[config.mk]
export PLATFORM = sky130hd
export DESIGN_NAME = px_level2pulse_mc_flat
export DESIGN_NICKNAME = d
export VERILOG_FILES = /design/src/rtl/px_level2pulse_mc_if.sv /design/src/rtl/px_level2pulse_mc.sv /design/src/flat_wrapper.sv
export SDC_FILE = /design/constraint.sdc
export NUM_CORES = 1
export LEC_CHECK = 0
export CAP_MARGIN = 20
export CORE_UTILIZATION = 50
export CTS_CLUSTER_DIAMETER = 50
export CTS_CLUSTER_SIZE = 20
export DETAILED_ROUTE_END_ITERATION = 10
export PLACE_DENSITY_LB_ADDON = 0.2
export SLEW_MARGIN = 30
export SYNTH_ARGS = -nofsm -noshare
export SYNTH_HDL_FRONTEND = slang
export SYNTH_SLANG_ARGS = --single-unit
[constraint.sdc]
create_clock -name clk -period 1.9 [get_ports clk]
set_clock_uncertainty 0.05 [all_clocks]
set_input_delay 0.38 -clock clk [delete_from_list [all_inputs] [get_ports clk]]
set_output_delay 0.38 -clock clk [all_outputs]
set_load 0.01 [all_outputs]
[src/rtl/px_level2pulse_mc_if.sv]
// Bus bundle for px_level2pulse_mc: asynchronous levels and per-channel controls in,
// event pulses, pending flags and the selected counter value out.
interface px_level2pulse_mc_if #(
  parameter int CH    = 4,
  parameter int CNT_W = 8
);
  localparam int SEL_W = (CH > 1) ? $clog2(CH) : 1;

  logic [CH-1:0]    level;
  logic [2*CH-1:0]  mode;
  logic [CH-1:0]    pulse;
  logic [CH-1:0]    pend;
  logic [CH-1:0]    pend_clr;
  logic             any_pend;
  logic [SEL_W-1:0] cnt_sel;
  logic             cnt_clr;
  logic [CNT_W-1:0] cnt_val;

  modport master (
    output level, mode, pend_clr, cnt_sel, cnt_clr,
    input  pulse, pend, any_pend, cnt_val
  );

  modport slave (
    input  level, mode, pend_clr, cnt_sel, cnt_clr,
    output pulse, pend, any_pend, cnt_val
  );
endinterface

[src/rtl/px_level2pulse_mc.sv]
// Multi-channel level-to-pulse converter: sync chain, optional stability filter, edge select.
// Latency from first sampling edge: SYNC_STAGES+1 edges unfiltered, SYNC_STAGES+FILTER+1 filtered.
module px_level2pulse_mc #(
  parameter int CH          = 4,
  parameter int SYNC_STAGES = 2,
  parameter int FILTER      = 0,
  parameter int CNT_W       = 8
) (
  input logic               clk,
  input logic               rst,
  px_level2pulse_mc_if.slave io
);
  localparam int SEL_W = (CH > 1) ? $clog2(CH) : 1;
  localparam logic [CNT_W-1:0] CNT_MAX = {CNT_W{1'b1}};

  logic [CH-1:0]       pulse_vec;
  logic [CH-1:0]       pend_vec;
  logic [CH*CNT_W-1:0] cnt_flat;
  logic [CNT_W-1:0]    cnt_val_c;

  for (genvar i = 0; i < CH; i++) begin : g_ch
    logic [SYNC_STAGES-1:0] sync_q, sync_d;
    logic                   sync_out;
    logic                   filt;
    logic                   prev_q, prev_d;
    logic                   pulse_q, pulse_d;
    logic                   pend_q, pend_d;
    logic [CNT_W-1:0]       cnt_q, cnt_d;
    logic [1:0]             ch_mode;
    logic                   rise, fall, evt, clr_hit;

    assign sync_out = sync_q[SYNC_STAGES-1];
    assign ch_mode  = io.mode[2*i +: 2];

    if (FILTER == 0) begin : g_nofilt
      assign filt = sync_out;
    end else begin : g_filt
      localparam int FC_W = $clog2(FILTER + 1);
      logic [FC_W-1:0] fc_q, fc_d;
      logic            filt_q, filt_d;

      // filt only follows sync_out after FILTER consecutive disagreeing cycles
      always_comb begin
        fc_d   = fc_q;
        filt_d = filt_q;
        if (sync_out == filt_q) begin
          fc_d = '0;
        end else if (fc_q == FC_W'(FILTER - 1)) begin
          filt_d = ~filt_q;
          fc_d   = '0;
        end else begin
          fc_d = fc_q + 1'b1;
        end
      end

      always_ff @(posedge clk) begin
        if (rst) begin
          fc_q   <= '0;
          filt_q <= 1'b0;
        end else begin
          fc_q   <= fc_d;
          filt_q <= filt_d;
        end
      end

      assign filt = filt_q;
    end

    always_comb begin
      sync_d  = {sync_q[SYNC_STAGES-2:0], io.level[i]};
      prev_d  = filt;
      rise    = filt & ~prev_q;
      fall    = ~filt & prev_q;
      evt     = (rise & ch_mode[0]) | (fall & ch_mode[1]);
      clr_hit = io.cnt_clr && (io.cnt_sel == SEL_W'(i));
      pulse_d = evt;
      pend_d  = evt ? 1'b1 : (io.pend_clr[i] ? 1'b0 : pend_q);
      // a clear coinciding with an event keeps that event in the count
      if (clr_hit) begin
        cnt_d = evt ? CNT_W'(1) : '0;
      end else if (evt && (cnt_q != CNT_MAX)) begin
        cnt_d = cnt_q + 1'b1;
      end else begin
        cnt_d = cnt_q;
      end
    end

    always_ff @(posedge clk) begin
      if (rst) begin
        sync_q  <= '0;
        prev_q  <= 1'b0;
        pulse_q <= 1'b0;
        pend_q  <= 1'b0;
        cnt_q   <= '0;
      end else begin
        sync_q  <= sync_d;
        prev_q  <= prev_d;
        pulse_q <= pulse_d;
        pend_q  <= pend_d;
        cnt_q   <= cnt_d;
      end
    end

    assign pulse_vec[i]                 = pulse_q;
    assign pend_vec[i]                  = pend_q;
    assign cnt_flat[i*CNT_W +: CNT_W]   = cnt_q;
  end

  // unmatched (out-of-range) selects fall through to zero
  always_comb begin
    cnt_val_c = '0;
    for (int k = 0; k < CH; k++) begin
      if (io.cnt_sel == SEL_W'(k)) cnt_val_c = cnt_flat[k*CNT_W +: CNT_W];
    end
  end

  assign io.pulse    = pulse_vec;
  assign io.pend     = pend_vec;
  assign io.any_pend = |pend_vec;
  assign io.cnt_val  = cnt_val_c;
endmodule

[src/flat_wrapper.sv]
// flat-port wrapper written by rule: the top's interface ports become plain ports
module px_level2pulse_mc_flat 
#(
  parameter int CH          = 4,
  parameter int SYNC_STAGES = 2,
  parameter int FILTER      = 0,
  parameter int CNT_W       = 8
)
  (clk, rst, io_level, io_mode, io_pend_clr, io_cnt_sel, io_cnt_clr, io_pulse, io_pend, io_any_pend, io_cnt_val);
  px_level2pulse_mc_if #(.CH(CH), .CNT_W(CNT_W)) io_i ();
  input logic clk;
  input logic rst;
  input wire logic [$bits(io_i.level)-1:0] io_level;
  input wire logic [$bits(io_i.mode)-1:0] io_mode;
  input wire logic [$bits(io_i.pend_clr)-1:0] io_pend_clr;
  input wire logic [$bits(io_i.cnt_sel)-1:0] io_cnt_sel;
  input wire logic [$bits(io_i.cnt_clr)-1:0] io_cnt_clr;
  output wire logic [$bits(io_i.pulse)-1:0] io_pulse;
  output wire logic [$bits(io_i.pend)-1:0] io_pend;
  output wire logic [$bits(io_i.any_pend)-1:0] io_any_pend;
  output wire logic [$bits(io_i.cnt_val)-1:0] io_cnt_val;
  assign io_i.level = io_level;
  assign io_i.mode = io_mode;
  assign io_i.pend_clr = io_pend_clr;
  assign io_i.cnt_sel = io_cnt_sel;
  assign io_i.cnt_clr = io_cnt_clr;
  assign io_pulse = io_i.pulse;
  assign io_pend = io_i.pend;
  assign io_any_pend = io_i.any_pend;
  assign io_cnt_val = io_i.cnt_val;
  px_level2pulse_mc #(.CH(CH), .SYNC_STAGES(SYNC_STAGES), .FILTER(FILTER), .CNT_W(CNT_W)) u_core (.clk(clk), .rst(rst), .io(io_i));
endmodule
==> metrics.cfg <==
[global_route]
grt_max_degree = 29
track_usage = 0.231
met2_usage = 0.382
grt_busiest_layer = met2
grt_pass1_wl_microns = 9400
antenna_found_initial = 0
grt_util_met1 = 0.293
grt_pass1_vias = 2013
overflow = 0
grtUsageMet3 = 0.0604

[clock_network]
numCtsBuffers = 5
cts_tree = built
clock_latency_ps = 300
clk_pin_slew_ps = 90
clockBufferDepth = 2
cts-root-buf = clkbuf_8
hold_buffers = 0
cts_sinks = 52
cts.htree.levels = 2

[detailed_routing]
drt_iter0_markers = 75
wl_microns = 5700
vias = 2141
wl_per_cell_microns = 14.5
ant_nets = 0
vias_per_cell = 5.45
drc = 0
first_pass_iters = 5

[synthesis]
async_flop_share = 0
synthTopCellsByCount = 52 x dfxtp_1, 35 x nor2_1, 18 x nand2_1, 18 x nand3_1, 16 x nor2b_1
ys_top_cells_by_area = dfxtp_1 40%, mux4_2 6.1%, nor2_1 5.1%, nor2b_1 3.9%, nand3_1 3.5%
ys_seq_area_frac = 0.404
synth-edff-count = 0
netlist_area_sq_um = 2570
yosys_warnings = 0
synth-seq-cells = 52
synthMostInstantiatedCell = dfxtp_1
synthFlopType = dfxtp_1
synthCells = 272
synth.distinct_cells = 51
synth_nets = 297
yosysTopAreaCell = dfxtp_1
synth_top_area_frac = 0.404
avgSynthCellArea_sq_um = 9.46

[power]
p_clk_frac = 0.362
power_mw = 2.05
p_int_mw = 1.61
power_density_nw_per_um2 = 640
peakVddDrop_v = 0.000544
switchingPower_mw = 0.446
switching_share = 0.217
seqPwrFrac = 0.547
total_leakage_power_nw = 1.17
combPwrFrac = 0.091

[timing]
finalSetupTns_ps = 0
period_share = 0.978
fmax_mhz = 538
fin_crit_ps = 1860
setup_viol = 0
timing.final.max_slew_violations = 0
hold_violations = 0
worst_pin_slew_ps = 368
relSlewSlack = 0.753
rsz0062_at_grt = no
whs_ps = 395

[worst_hold_path]
hp-class = reg -> reg

[floorplan]
core_sq_um = 4850
chipWidth_microns = 73.7
ios = 38
die-area_sq_um = 5440
start_util = 0.531
die_height_microns = 73.7
rows = 25

[flow_run]
cap_violations = 0

[cells_and_area]
antennaDiodeCount = 0
fin_cells = 393
post-route-util = 0.662
syn_to_final_growth_pct = 24.6
drive_above_1_share = 0.184
nNetsFinal = 350

[critical_path]
crit_fanout = 4
r2r_end = u_core.g_ch[3].cnt_q[6]$_SDFFE_PP0P_
worstSetupEndpoint = io_cnt_val[0]
required_ps = 1470
crit_start = io_cnt_sel[0]
start_kind = primary input
reg2reg_slack_ps = 290
rr_worst_depth = 5
arrival_ps = 1430
r2r_start = u_core.g_ch[3].cnt_q[1]$_SDFFE_PP0P_
crit_type = in -> out
end_kind = output pin

[status]
status = finished, final reports clean

[placement]
dp_cells = 381
gp_congestion = 0.889
place_hpwl_microns = 4230
port_buffers = 37

registers in the layout, indices dropped and copies added, names as in the netlist:
register / flops
u_core.g_ch.pulse_q: 4
u_core.g_ch.pend_q: 4
u_core.g_ch.sync_q: 8
u_core.g_ch.cnt_q: 32
u_core.g_ch.prev_q: 4
per-stage QoR:
step	setup WS, ps	instance area, sq um
floorplan	217	2570
global placement	-662	3080
detailed placement	-669	3080
CTS	4.17	3200
global route	4.51	3210
finish	41.5	3210
worst min path at each step:
stage | startpoint | end | slack (ps) | cells past startpoint
finish | u_core.g_ch[2].sync_q[0]$_SDFF_PP0_ | u_core.g_ch[2].sync_q[1]$_SDFF_PP0_ | 390 | 1
global route | u_core.g_ch[0].sync_q[0]$_SDFF_PP0_ | u_core.g_ch[0].sync_q[1]$_SDFF_PP0_ | 410 | 1
CTS | u_core.g_ch[2].sync_q[0]$_SDFF_PP0_ | u_core.g_ch[2].sync_q[1]$_SDFF_PP0_ | 400 | 1
detailed placement | u_core.g_ch[2].sync_q[0]$_SDFF_PP0_ | u_core.g_ch[2].sync_q[1]$_SDFF_PP0_ | 380 | 1
global placement | u_core.g_ch[1].sync_q[0]$_SDFF_PP0_ | u_core.g_ch[1].sync_q[1]$_SDFF_PP0_ | 370 | 1
floorplan | u_core.g_ch[0].sync_q[0]$_SDFF_PP0_ | u_core.g_ch[0].sync_q[1]$_SDFF_PP0_ | 360 | 1
area by class of cell:
| cell class | count | area, sq um |
|---|---|---|
| Inverter | 2 | 7.51 |
| Sequential cell | 52 | 1050 |
| Clock inverter | 2 | 35.0 |
| Multi-Input combinational cell | 205 | 1430 |
| Fill cell | 410 | 1640 |
| Tap cell | 67 | 83.8 |
| Timing Repair Buffer | 59 | 527 |
| Clock buffer | 6 | 72.6 |
power groups by stage:
| stage | clock network [mW] | logic (mW) | registers (mW) |
|---|---|---|---|
| detailed placement | 0 | 0.182 | 1.15 |
| floorplan | 0 | 0.0965 | 1.14 |
| CTS | 0.756 | 0.187 | 1.12 |
| finish | 0.743 | 0.188 | 1.12 |
| global route | 0.807 | 0.204 | 1.13 |
| global placement | 0 | 0.180 | 1.15 |
logic make-up (layout without fill, tap and decap cells):
| family | Yosys count | in the layout | share of synthesized area |
|---|---|---|---|
| AO/OA/AOI/OAI | 35 | 35 | 0.0904 |
| XOR/XNOR | 17 | 17 | 0.0579 |
| adder cells (fa/ha/maj) | 4 | 4 | 0.0194 |
| buffers and inverters | 15 | 69 | 0.0389 |
| flip-flops | 52 | 52 | 0.404 |
| multiplexers | 14 | 14 | 0.0972 |
| AND/OR/NAND/NOR | 135 | 135 | 0.292 |
worst max-delay path, stage by stage:
cell           delay [ps]
buf_2                 130
buf_4                 130
mux4_2                490
dlygate4sd2_1         300
timing repair:
| action | 4_1_cts | 5_1_grt |
|---|---|---|
| hold endpoints to repair | 0 | 0 |
| endpoints found under the setup margin | 9 | 5 |
| buffers inserted | 3 | 0 |
| cloned | 1 | 0 |
| resized for setup | 30 | 9 |
cell usage in the layout, fill, tap and decap left out, types with 6 or more instances in the layout:
master,Yosys,routed
buf_4,9,18
nor2_1,35,35
nand4_1,6,6
xor2_1,7,7
mux4_2,7,7
nand2b_1,10,10
xnor2_1,10,10
clkdlybuf4s50_1,0,26
nor2b_1,16,16
a21oi_1,12,12
dfxtp_2,0,7
nand3_1,18,18
dfxtp_1,52,45
nand3b_1,6,6
o21ai_0,6,6
nand2_1,18,18
routing by layer:
| metal | wire length (microns) | part of all wire |
|---|---|---|
| met1 | 2650 | 0.47 |
| met2 | 2630 | 0.46 |
| met3 | 315 | 0.055 |
| met4 | 94 | 0.017 |
| met5 | 0 | 0 |
Power figures use the tool's default switching activity.
